### config.mk
export PLATFORM = sky130hd
export DESIGN_NAME = stream_merge
export DESIGN_NICKNAME = d
export VERILOG_FILES = /design/src/rtl/stream_pkg.sv /design/src/rtl/rr_pick.sv /design/src/rtl/stream_merge.sv
export SDC_FILE = /design/constraint.sdc
export NUM_CORES = 1
export LEC_CHECK = 0
export CAP_MARGIN = 25
export CORE_MARGIN = 4
export CORE_UTILIZATION = 30
export CTS_CLUSTER_SIZE = 28
export DETAILED_ROUTE_END_ITERATION = 6
export DONT_BUFFER_PORTS = 1
export GPL_ROUTABILITY_DRIVEN = 0
export PLACE_DENSITY_LB_ADDON = 0.1
export SLEW_MARGIN = 40
export SYNTH_ARGS = -nofsm -noshare
export SYNTH_HDL_FRONTEND = slang
export SYNTH_SLANG_ARGS = --single-unit
### constraint.sdc
create_clock -name i_clk -period 2.45 [get_ports i_clk]
set_input_delay 0.245 -clock i_clk [delete_from_list [all_inputs] [get_ports i_clk]]
set_output_delay 0.245 -clock i_clk [all_outputs]
set_load 0.005 [all_outputs]
### src/rtl/stream_pkg.sv
// Shared types and helpers for the stb/ack stream blocks (merge, and the later demux).
package stream_pkg;

    localparam int DATA_W_DEF = 32;

    typedef enum logic {
        IDLE = 1'b0,
        LOCK = 1'b1
    } state_t;

    // Channel index width; a single channel still gets a 1-bit index.
    function automatic int chan_w(input int n);
        return (n > 1) ? $clog2(n) : 1;
    endfunction

endpackage

### src/rtl/rr_pick.sv
// Round-robin priority pick: first requester after i_last, wrapping modulo N.
module rr_pick
    import stream_pkg::*;
#(
    parameter  int N  = 2,
    localparam int CW = chan_w(N)
) (
    input  logic [N-1:0]  i_req,
    input  logic [CW-1:0] i_last,
    output logic [CW-1:0] o_sel,
    output logic          o_any
);

    always_comb begin
        o_sel = '0;
        o_any = 1'b0;
        for (int k = 1; k <= N; k++) begin
            if (!o_any && i_req[(int'(i_last) + k) % N]) begin
                o_sel = CW'((int'(i_last) + k) % N);
                o_any = 1'b1;
            end
        end
    end

endmodule

### src/rtl/stream_merge.sv
// N-to-1 stb/ack stream merger with round-robin arbitration, optional packet lock
// held until a terminator word, and a lock timeout that raises a sticky exception.
//
// state | meaning
// IDLE  | round-robin pick among requesting channels, word-level grant
// LOCK  | grant held on r_lock_chan until TERM is transferred or the timeout fires
module stream_merge
    import stream_pkg::*;
#(
    parameter  int               N       = 2,
    parameter  int               WIDTH   = DATA_W_DEF,
    parameter  int               PACKET  = 0,
    parameter  logic [WIDTH-1:0] TERM    = '0,
    parameter  int               TIMEOUT = 1024,
    localparam int               CW      = chan_w(N),
    localparam int               TW      = (TIMEOUT > 0) ? $clog2(TIMEOUT + 1) : 1
) (
    input  logic                 i_clk,
    input  logic                 i_rst_n,
    input  logic [N*WIDTH-1:0]   i_in_data,
    input  logic [N-1:0]         i_in_stb,
    output logic [N-1:0]         o_in_ack,
    output logic [WIDTH-1:0]     o_out_data,
    output logic                 o_out_stb,
    input  logic                 i_out_ack,
    output logic [CW-1:0]        o_out_chan,
    output logic                 o_exception
);

    state_t           r_state;
    logic [CW-1:0]    r_last;
    logic [CW-1:0]    r_lock_chan;
    logic [CW-1:0]    r_out_chan;
    logic [TW-1:0]    r_idle_cnt;
    logic [WIDTH-1:0] r_out_data;
    logic             r_out_stb;
    logic             r_exc;

    logic [CW-1:0]    w_pick_sel;
    logic             w_pick_any;
    logic [CW-1:0]    w_sel;
    logic [N-1:0]     w_sel_oh;
    logic [WIDTH-1:0] w_sel_data;
    logic             w_ready;
    logic             w_sel_stb;
    logic             w_xfer;
    logic             w_is_term;
    logic             w_timeout;

    rr_pick #(.N(N)) u_pick (
        .i_req  (i_in_stb),
        .i_last (r_last),
        .o_sel  (w_pick_sel),
        .o_any  (w_pick_any)
    );

    assign w_sel = (r_state == LOCK) ? r_lock_chan : w_pick_sel;

    always_comb begin
        w_sel_oh   = '0;
        w_sel_data = '0;
        for (int i = 0; i < N; i++) begin
            if (w_sel == CW'(i)) begin
                w_sel_oh[i] = 1'b1;
                w_sel_data  = i_in_data[i*WIDTH +: WIDTH];
            end
        end
    end

    assign w_ready   = !r_out_stb || i_out_ack;
    assign w_sel_stb = (r_state == LOCK) ? |(i_in_stb & w_sel_oh) : w_pick_any;
    assign w_xfer    = w_ready && w_sel_stb;
    assign w_is_term = (w_sel_data == TERM);
    assign w_timeout = (TIMEOUT != 0) && (r_idle_cnt == TW'(TIMEOUT - 1));

    // Combinational from i_out_ack so a full register can drain and refill in one cycle.
    assign o_in_ack = (i_rst_n && w_xfer) ? w_sel_oh : '0;

    always_ff @(posedge i_clk or negedge i_rst_n) begin
        if (!i_rst_n) begin
            r_state     <= IDLE;
            r_last      <= CW'(N - 1);
            r_lock_chan <= '0;
            r_out_chan  <= '0;
            r_idle_cnt  <= '0;
            r_out_data  <= '0;
            r_out_stb   <= 1'b0;
            r_exc       <= 1'b0;
        end else begin
            if (w_xfer) begin
                r_out_data <= w_sel_data;
                r_out_chan <= w_sel;
                r_out_stb  <= 1'b1;
            end else if (i_out_ack) begin
                r_out_stb  <= 1'b0;
            end

            case (r_state)
                IDLE: begin
                    if (w_xfer) begin
                        if (PACKET != 0 && !w_is_term) begin
                            r_lock_chan <= w_sel;
                            r_idle_cnt  <= '0;
                            r_state     <= LOCK;
                        end else begin
                            r_last <= w_sel;
                        end
                    end
                end
                LOCK: begin
                    if (w_xfer) begin
                        if (w_is_term) begin
                            r_last  <= r_lock_chan;
                            r_state <= IDLE;
                        end else begin
                            r_idle_cnt <= '0;
                        end
                    end else if (!w_sel_stb) begin
                        // Only a silent producer ages the lock; backpressure does not.
                        if (w_timeout) begin
                            r_last  <= r_lock_chan;
                            r_exc   <= 1'b1;
                            r_state <= IDLE;
                        end else if (r_idle_cnt != '1) begin
                            r_idle_cnt <= r_idle_cnt + TW'(1);
                        end
                    end
                end
                default: r_state <= IDLE;
            endcase
        end
    end

    assign o_out_data  = r_out_data;
    assign o_out_stb   = r_out_stb;
    assign o_out_chan  = r_out_chan;
    assign o_exception = r_exc;

endmodule

Word level (Yosys, flattened, before mapping)
Index checks and enable logic that the tools add are counted.
- reduce and logical (&&, ||, !) cells: 13
- magnitude comparators: 2
- mux-type cells: 34
- eq/ne operators: 9
- divide/modulo/power cells: 0
- add/sub/neg operators: 3
- shift-type cells: 0
- bitwise logic cells: 6
- multiply operators: 0
- operators by type and width (operator ; number):
    $mux 11 ; 5
    $logic_not 32->1 ; 1
    $mux 32 ; 1
    $mux 1 ; 26
    $add 11x1->11 const B ; 1
    $eq 11x10->1 const B ; 1
    $ne 11x11->1 const B ; 1
    $reduce_and 4->1 ; 2
    $lt 2x3->1 const B ; 2
    $ne 2x2->1 const B ; 3
    $ne 3x2->1 const B ; 2
    $reduce_and 5->1 ; 1
    $reduce_bool 2->1 ; 2
    $logic_and 1x1->1 ; 3
    $ne 3x1->1 const B ; 1
    $not 1->1 ; 3
    $add 1x1->1 const B ; 2
    $and 1x1->1 const A ; 2
    $and 2x2->2 ; 1
    $logic_not 1->1 ; 2
    $mux 2 ; 1
    $ne 2x1->1 const B ; 1
    $pmux 1 s2 ; 1
    $reduce_or 2->1 ; 1
    $logic_or 1x1->1 ; 1
- RAM bits: 0
- latch bits: 0
- memories kept: 0
- register bits after elaboration: 48
- word-level logic and storage cells: 74
- input port bits: 69
- bits in read-only memories: 0

Longest topological paths before layout
Gate-level depths: netlist of run 1.
- depth after elaboration: 17
- mapped depth: 8
- mapped depth without buffers: 6

Hierarchy
A second synthesis of run 1 with hierarchy kept.
- cell total of the unflattened synthesis: 282
- area, all modules: 2647.5 µm²
- modules (own cells, without submodules) (module ; times used ; cells each ; area each (µm²)):
    stream_merge ; 1 ; 280 ; 2633.8
    rr_pick ; 1 ; 2 ; 13.8

Worst setup path before layout of run 1
Ideal clock, no wire load.
- path kind: flip-flop to flip-flop
- start: register r_idle_cnt[2]
- end: register r_last
- cell stages (with the launch flop): 7
- data arrival time: 1.624 ns
- data required time: 2.368 ns
- path slack: 0.744 ns
- path buffers: 0
- clock period less this slack: 1.706 ns
- setup time: 0.082 ns
- cell sequence: dfrtp_1 > and4_1 > nand4_1 > nor4_1 > nand2_1 > a21oi_1 > mux2_2
- word-level cells in the longest chain between the ends: 3
- ends and longest elaborated chain (what ; RTL line ; source):
    start, declared ; stream_merge.sv:34 ; logic [TW-1:0] r_idle_cnt;
    start signal, assigned ; stream_merge.sv:125 ; r_idle_cnt <= r_idle_cnt + TW'(1);
    $eq 11x10->1 ; stream_merge.sv:74 ; assign w_timeout = (TIMEOUT != 0) && (r_idle_cnt == TW'(TIMEOUT - 1));
    $ne 3x1->1 (no source line) ; -- ;
    $reduce_and 4->1 (no source line) ; -- ;
    end signal, assigned ; stream_merge.sv:82 ; r_last <= CW'(N - 1);
    end signal, assigned ; stream_merge.sv:106 ; r_last <= w_sel;
    end signal, assigned ; stream_merge.sv:113 ; r_last <= r_lock_chan;
    end, declared ; stream_merge.sv:31 ; logic [CW-1:0] r_last;
No other way between the ends.
A chain may end at the register's enable or synchronous reset.

Final worst setup path of run 1
Same ends and word-level chain as after synthesis.

==> flow_summary.toml, run 1 <==
[run_status]
status = "complete, no violations"

[setup_path]
worst_ep_required_time_ns = 2.68
worstSetupPathType = "flip-flop to flip-flop"
r2r_end = "r_last$_DFFE_PN1P_"
cp_slowest_cell = "dfrtp_1"
slowest_delay_ns = 0.44
crit_arrival_ns = 2.16
crit_path_end_kind = "flip-flop"
critPathLaunchType = "flip-flop"
cp_max_fo = 7
reg2reg_from = "r_idle_cnt[2]$_DFFE_PN0P_"
ff2ff_path_depth = 6
path_buf_inv = 0
r2r_slack_ns = 0.52
worstPathCellList = "and4_1, nand4_1, nor4_1, nand2_1, a21oi_1, mux2_2"
crit_family = "simple AND/OR/NAND/NOR gates"

[drt]
vias = 1880
wl_per_cell_um = 17.99
wl_um = 6421
first_iter_violations = 97
wl_met2_um = 3107
drcViolationCount = 0
ant_nets = 0
wl_met3_um = 495
wl_met1_um = 2744
firstDrtPassIters = 4
top_layer_used = "met4"
viasPerCell = 5.266

[timing]
setup_tns_ns = 0
fin_crit_sh_pct = 78.88
skew_ns = 0.008956
rsz0062_at_grt = "false"
finalSetupViolCount = 0
hold_violations = 0
max_freq_ghz = 0.5175
tightestPinTransition_ns = 0.7623
drv_slew = 0
slew_headroom_pct = 48.99
final.min_clock_period_ns = 1.933

[place]
port_buffers = 0
dp_hpwl_um = 4922
dpl_cell_area_um2 = 2575
dp_cells = 347

[clock_network]
root_buffer = "clkbuf_8"
clockBufferDepth = 2
numCtsBuffers = 5
cts_max_level = 2
ctsResizeCount = 0
clkLatencyLatePin_ns = 0.30
cts_sinks = 48
path_clk_slew_ns = 0.09
cts_tree = "done"
cts_setup_buffers = 0

[final_layout]
syn_to_final_growth_pct = 11.06
fin_util_pct = 34.90
nets = 324
instances_no_fill = 357
final_cell_area_um2 = 2739
n_fill_cell = 819
n_antenna_cell = 0
drive_above_1_share_pct = 8.627

[synth]
async_reset_ff_share_pct = 100.0
synthTopCellsByArea = "dfrtp_1 48%, mux2i_1 13%, o21ai_0 8.1%, nand2_1 6.4%, nor4_1 4.3%"
synth_fp_nets = 324
synth-edff-count = 0
ys.flop_type = "dfrtp_1"
syn_inst = 254
synth.most_common_cell = "dfrtp_1"
synth-seq-cells = 48
synth.distinct_cells = 35
ys_top_cells_by_count = "47 x dfrtp_1, 42 x nand2_1, 40 x o21ai_0, 32 x mux2i_1, 17 x nor4_1"
synth_top_area_share_pct = 47.69
synth_area_um2 = 2466
synth-seq-area-share_pct = 48.76
yosys.area.top_type = "dfrtp_1"
synth_warnings = 1
avgSynthCellArea_um2 = 9.709

[min_path]
hp-class = "input port to flip-flop"
holdPathStages = 2
hold_start = "i_in_stb[0]"
whs_endpoint = "r_state$_DFF_PN0_"

[die]
die-area_um2 = 9735
die_width_um = 98.67
fp-row-count = 32
ios = 106
initial_utilization_pct = 31.43
floorplan.die.height_um = 98.67
core_um2 = 7848

[power_and_ir_drop]
ir_worst_vdd_mv = 0.2293
power_density_nw_per_um2 = 664.8
total_power_mw = 1.821
p_leak_nw = 1.168

[run]
drv_cap = 0

[global_routing]
grt_pass1_vias = 2001
antenna_found_initial = 0
grt_max_degree = 49
grt_pass1_wl_um = 10480
gr-total-overflow = 0
grt.total_usage_pct = 13.45
## per-stage QoR
| step | hold slack [ns] | setup WS (ns) |
|---|---|---|
| 6_report | 0.1028 | 0.5175 |
| 5_1_grt | 0.1019 | 0.3875 |
| 4_1_cts | 0.09235 | 0.5341 |
| 3_5_place_dp | -0.04902 | 0.5800 |
| 3_3_place_gp | -0.04939 | 0.5895 |
| 2_1_floorplan | -0.05059 | 0.7436 |
## repair_timing
item | 4_1_cts | 5_1_grt
endpoints found under the setup margin | 0 | 0
hold endpoints to repair | 48 | 0
hold buffers | 2 | 0
## layer usage
metal | global-route usage (%) | vias to the layer above
met2 | 22.52 | 65
met3 | 4.459 | 7
met5 | 0 | -
met1 | 16.72 | 885
li1 | - | 923
met4 | 3.466 | 0
## flip-flops by register name, indices dropped and copies added, names as in the netlist
signal and count:
o_exception 1, r_idle_cnt 11, o_out_data 32, o_out_stb 1, o_out_chan 1, r_state 1
r_last 1
## power breakdown
group          total (mW)  switching [mW]  internal (mW)  leakage [nW]
Combinational       0.232           0.135         0.0971         0.504
Sequential          0.959          0.0763          0.883         0.600
Clock               0.629           0.268          0.360        0.0645
## cell type report
type / instances / area, µm² / area share (%)
sequential: 48 / 1202 / 43.90
multi-input combinational: 190 / 1200 / 43.81
tap: 102 / 127.6 / 4.660
clock buffer: 7 / 96.34 / 3.518
timing repair buffer: 7 / 75.07 / 2.741
clock inverter: 1 / 30.03 / 1.096
inverter: 2 / 7.507 / 0.2741
## placed cells by master, fill, tap and decap left out, types with 2 or more instances in the layout
| cell type | count |
|---|---|
| a21oi_1 | 9 |
| clkbuf_8 | 7 |
| nor4_1 | 17 |
| and2_1 | 2 |
| nand4_1 | 9 |
| o21ai_0 | 39 |
| dfrtp_1 | 47 |
| nand2b_1 | 3 |
| nand3_1 | 3 |
| buf_4 | 5 |
| and3_1 | 4 |
| mux2i_1 | 32 |
| and4_1 | 2 |
| or3_1 | 6 |
| nand2_1 | 42 |
| inv_1 | 2 |
| nor2_1 | 5 |
| a21o_1 | 2 |
## kinds of logic after synthesis
logic type,Yosys count,synth area share [%]
and+or+nand+nor,96,20.04
adders and majority gates,1,0.5073
buffers and inverters,16,3.349
AOI/OAI and AO/OA,59,13.45
DFF,48,48.76
muxes,34,13.90
## how the worst max path moves through the flow
stage	endpoint	slack (ns)	from	cells after the start
final	r_last$_DFFE_PN1P_	0.52	r_idle_cnt[2]$_DFFE_PN0P_	6
after global routing	r_last$_DFFE_PN1P_	0.39	r_idle_cnt[2]$_DFFE_PN0P_	6
after CTS	r_last$_DFFE_PN1P_	0.53	r_idle_cnt[2]$_DFFE_PN0P_	6
after detailed placement	r_last$_DFFE_PN1P_	0.58	r_idle_cnt[2]$_DFFE_PN0P_	6
after global placement	r_last$_DFFE_PN1P_	0.59	r_idle_cnt[2]$_DFFE_PN0P_	6
after floorplan	r_last$_DFFE_PN1P_	0.74	r_idle_cnt[2]$_DFFE_PN0P_	6
(Power assumes the default switching activity.)
==> run 2, diff against run 1 <==
==> constraint.sdc (replaced) <==
create_clock -name i_clk -period 1.9 [get_ports i_clk]
set_input_delay 0.19 -clock i_clk [delete_from_list [all_inputs] [get_ports i_clk]]
set_output_delay 0.19 -clock i_clk [all_outputs]
set_load 0.005 [all_outputs]
==> run 2 against run 1 <==
Against the previous run: cell area is 2.0% higher; die area stayed put; core utilization rose by 0.70 points; first-iteration DRC count is 20% lower; largest cell class is now multi-input gates; count of clock-buffer cells in the layout fell by 1; largest power group unchanged; clock power rose by 4.0%; clock skew fell by 0.0051 ns; critical endpoint is now r_idle_cnt[0]$_DFFE_PN0P_; sequential power rose by 29%.
==> flow_summary.toml, run 2 (synthesized netlist as in run 1, its figures left out) <==
[clock_network]
cts_sinks = 48
path_clk_slew_ns = 0.09
cts_tree = "done"
root_buffer = "clkbuf_8"
clkLatencyLatePin_ns = 0.30
clockBufferDepth = 2
cts_max_level = 2
cts_setup_buffers = 0
numCtsBuffers = 5

[final_layout]
fin_util_pct = 35.60
largest_reg_flops = 32
multi_input_area_um2 = 1210
instances_no_fill = 367
final_cell_area_um2 = 2794
drive_above_1_share_pct = 13.21
n_antenna_cell = 0
nets = 334
seqCellArea_um2 = 1202
n_fill_cell = 830
syn_to_final_growth_pct = 13.29
final_common_cell = "dfrtp_1"
final_cell_mix = "47 x dfrtp_1, 42 x nand2_1, 39 x o21ai_0"

[setup_path]
cp_max_fo = 4
critPathLaunchType = "flip-flop"
worst_ep_required_time_ns = 2.08
worstSetupPathType = "flip-flop to flip-flop"
crit_arrival_ns = 1.94
crit_path_end_kind = "flip-flop"

[global_routing]
gr-total-overflow = 0
grt_pass1_vias = 2119
grt.total_usage_pct = 13.87
grt_max_degree = 49
grt_pass1_wl_um = 10880
antenna_found_initial = 0

[drt]
viasPerCell = 5.218
wl_met2_um = 3106
drcViolationCount = 0
first_iter_violations = 78
firstDrtPassIters = 4
wl_met3_um = 512
top_layer_used = "met4"
wl_um = 6498
ant_nets = 0
wl_met1_um = 2843
vias = 1915
wl_per_cell_um = 17.71

[timing]
tightestPinTransition_ns = 0.7450
finalSetupViolCount = 0
slew_headroom_pct = 50.15
fin_crit_sh_pct = 92.27
max_freq_ghz = 0.5704
layout_setup_ws_ns = 0.1468
final.min_clock_period_ns = 1.753
hold_violations = 0
skew_ns = 0.003891
setup_tns_ns = 0
rsz0062_at_grt = "false"
drv_slew = 0
timing.hold.ws_ns = 0.06796

[power_and_ir_drop]
ir_worst_vdd_mv = 0.2766
power_density_nw_per_um2 = 787.7
total_power_mw = 2.201
p_leak_nw = 1.207

[die]
die_width_um = 98.67
core_um2 = 7848
die-area_um2 = 9735
floorplan.die.height_um = 98.67
initial_utilization_pct = 31.43
ios = 106
fp-row-count = 32

[place]
dpl_cell_area_um2 = 2650
port_buffers = 0
dp_cells = 357
place_ws_ns = 0.06260
dp_hpwl_um = 4991

[run_status]
status = "complete, no violations"

[min_path]
hp-class = "input port to flip-flop"

[run]
drv_cap = 0
==> run 2: cell count changes in the layout (fill, tap and decap cells not counted), sizes merged <==
cell and change:
bufinv -1, clkbuf -1, inv +1, clkinv +1
buf +10
==> run 2: where the power goes <==
group | switching, mW | internal [mW] | leakage (nW)
logic | 0.180 | 0.130 | 0.556
clock network | 0.356 | 0.298 | 0.0516
registers | 0.0982 | 1.14 | 0.600
==> run 2: what timing repair did <==
item                                    in CTS  in global routing
gates resized for setup                      0                  3
endpoints found under the hold margin       48                  0
hold buffers                                 2                  0
endpoints found under the setup margin       0                  7
==> run 2: worst paths after layout <==
| path | endpoint | slack [ns] | from | depth (start not counted) |
|---|---|---|---|---|
| setup / recovery | r_idle_cnt[0]$_DFFE_PN0P_ | 0.15 | r_idle_cnt[1]$_DFFE_PN0P_ | 6 |
| hold / removal | o_out_stb$_DFFE_PN0P_ | 0.07 | i_in_stb[1] | 2 |
| setup reg to reg | r_idle_cnt[0]$_DFFE_PN0P_ | 0.15 | r_idle_cnt[1]$_DFFE_PN0P_ | 6 |
| hold reg to reg | o_exception$_DFFE_PN0P_ | 0.51 | o_exception$_DFFE_PN0P_ | 1 |
| max in group asynchronous | r_last$_DFFE_PN1P_ | 1.20 | i_rst_n | 2 |
| min in group asynchronous | o_out_data[20]$_DFFE_PN0P_ | 0.43 | i_rst_n | 2 |
==> run 2: final cells by class <==
| class | instances | share of cell area (%) |
|---|---|---|
| Multi-Input combinational cell | 190 | 43.30 |
| Inverter | 2 | 0.2687 |
| Sequential cell | 48 | 43.04 |
| Clock buffer | 6 | 2.956 |
| Timing Repair Buffer | 17 | 5.374 |
| Clock inverter | 2 | 0.4926 |
| Tap cell | 102 | 4.568 |
==> run 2: per-layer routing <==
layer / track usage [%] / vias up
li1: - / 945
met1: 18.01 / 901
met2: 22.67 / 67
met3: 4.600 / 2
met4: 2.836 / 0
met5: 0 / -
==> run 2: critical path: stages (launching register included) <==
cell     delay [ns]
dfrtp_1        0.42
ha_1           0.22
nand4_1        0.14
a21oi_1        0.11
a31oi_1        0.23
and2_1         0.19
mux2_1         0.32
==> run 3, diff against run 2 <==
--- a/config.mk
+++ b/config.mk
@@ -7,7 +7,7 @@
 export LEC_CHECK = 0
 export CAP_MARGIN = 25
 export CORE_MARGIN = 4
-export CORE_UTILIZATION = 30
+export CORE_UTILIZATION = 45
 export CTS_CLUSTER_SIZE = 28
 export DETAILED_ROUTE_END_ITERATION = 6
 export DONT_BUFFER_PORTS = 1
==> run 3 against run 2 <==
Against the previous run: sequential cell count did not move; via count decreased by 1.7%; routed wire length is 5.4% lower; cell area shrank 2.1%; register-to-register slack got worse by 0.06 ns; core utilization is 17 points higher; worst hold slack worse by 0.018 ns.
==> flow_summary.toml, run 3 (synthesized netlist as in run 1, its figures left out) <==
[timing]
skew_ns = 0.009494
max_freq_ghz = 0.5512
layout_setup_ws_ns = 0.08580
fin_crit_sh_pct = 95.48
hold_violations = 0
finalSetupViolCount = 0
final.min_clock_period_ns = 1.814
tightestPinTransition_ns = 0.6616
drv_slew = 0
slew_headroom_pct = 55.73

[clock_network]
root_buffer = "clkbuf_8"
cts_setup_buffers = 0
path_clk_slew_ns = 0.08
cts_sinks = 48
clkLatencyLatePin_ns = 0.30
cts_max_level = 2
clockBufferDepth = 2
numCtsBuffers = 5
cts_tree = "done"

[power_and_ir_drop]
p_leak_nw = 1.182
power_density_nw_per_um2 = 830.6
ir_worst_vdd_mv = 0.5101

[setup_path]
worstSetupPathType = "flip-flop to flip-flop"
r2r_end = "r_last$_DFFE_PN1P_"
worst_ep_required_time_ns = 2.13
r2r_slack_ns = 0.09
critPathLaunchType = "flip-flop"
crit_arrival_ns = 2.04
cp_max_fo = 5
crit_path_end_kind = "flip-flop"
reg2reg_from = "r_idle_cnt[0]$_DFFE_PN0P_"
ff2ff_path_depth = 6

[die]
fp-row-count = 26
ios = 106
floorplan.die.height_um = 82.03
die_width_um = 82.03
core_um2 = 5205
initial_utilization_pct = 47.38
die-area_um2 = 6729

[place]
dp_cells = 319
port_buffers = 0
place_ws_ns = 0.09422
dp_hpwl_um = 4569

[run]
drv_cap = 0

[global_routing]
met1_usage_pct = 22.70
grt.total_usage_pct = 18.45
grtUsageMet3_pct = 5.482
gr-total-overflow = 0
grt_pass1_vias = 1859
antenna_found_initial = 0
use_met2_pct = 30.69
grt_max_degree = 49
grt_pass1_wl_um = 9163
busiest_layer = "met2"

[final_layout]
final_common_cell = "dfrtp_1"
syn_to_final_growth_pct = 10.91
n_fill_cell = 481
nets = 328
largest_reg_flops = 32
instances_no_fill = 329
n_antenna_cell = 0
drive_above_1_share_pct = 10.04
final_cell_mix = "47 x dfrtp_1, 42 x nand2_1, 39 x o21ai_0"

[drt]
firstDrtPassIters = 4
vias = 1882
first_iter_violations = 70
viasPerCell = 5.720
ant_nets = 0
wl_per_cell_um = 18.68
wl_um = 6146
drcViolationCount = 0

[run_status]
status = "complete, no violations"

[min_path]
hold_start = "i_in_stb[0]"
holdPathStages = 2
hp-class = "input port to flip-flop"
whs_endpoint = "r_state$_DFF_PN0_"
run 3: how the worst max path moves through the flow:
stage,slack (ns),to,cells past startpoint,from
6_report,0.09,r_last$_DFFE_PN1P_,6,r_idle_cnt[0]$_DFFE_PN0P_
5_1_grt,-0.05,r_last$_DFFE_PN1P_,6,r_idle_cnt[0]$_DFFE_PN0P_
4_1_cts,0.07,r_last$_DFFE_PN1P_,6,r_idle_cnt[0]$_DFFE_PN0P_
3_5_place_dp,0.09,r_last$_DFFE_PN1P_,6,r_idle_cnt[0]$_DFFE_PN0P_
3_3_place_gp,0.08,r_last$_DFFE_PN1P_,6,r_idle_cnt[3]$_DFFE_PN0P_
2_1_floorplan,0.19,r_last$_DFFE_PN1P_,6,r_idle_cnt[2]$_DFFE_PN0P_
run 3: repair_timing:
action,CTS,global route
endpoints found under the setup margin,0,6
gates resized for setup,0,3
hold endpoints to repair,48,0
hold buffers,2,0
run 3: metal layers:
metal | vias to the layer above | part of all wire, %
li1 | 936 | -
met1 | 859 | 41
met2 | 81 | 48
met3 | 6 | 9.9
met4 | 0 | 1.1
met5 | - | 0
run 3: power by group:
part	internal (mW)	switching, mW
registers	1.14	0.0976
clock network	0.394	0.331
logic	0.135	0.176
run 3: area by class of cell:
| cell class | count | area [µm²] | share of cell area, % |
|---|---|---|---|
| repair buffers | 11 | 117.6 | 4.300 |
| inverters | 2 | 7.507 | 0.2745 |
| clock buffers | 7 | 76.32 | 2.790 |
| well taps | 70 | 87.58 | 3.202 |
| clock inverters | 1 | 30.03 | 1.098 |
| flip-flops and latches | 48 | 1202 | 43.96 |
| multi-input cells | 190 | 1214 | 44.37 |
run 3: worst max-delay path: stages (launching register included):
cell and delay, ns:
dfrtp_1 0.42, ha_1 0.22, nand4_1 0.21, nor4_2 0.28
nand2_1 0.12, a21oi_1 0.16, mux2_2 0.35
run 3: through the flow:
step	TNS (ns)	hold WS [ns]	total power [mW]	cell area, µm²	util [%]
after floorplan	0	-0.1056	1.457	2466	-
after global routing	-0.07883	0.06259	2.403	2735	52.55
final	0	0.05004	2.272	2735	52.55
after CTS	0	0.05676	2.304	2721	52.28
after global placement	0	-0.1043	1.537	2577	49.52
after detailed placement	0	-0.1044	1.543	2577	49.52
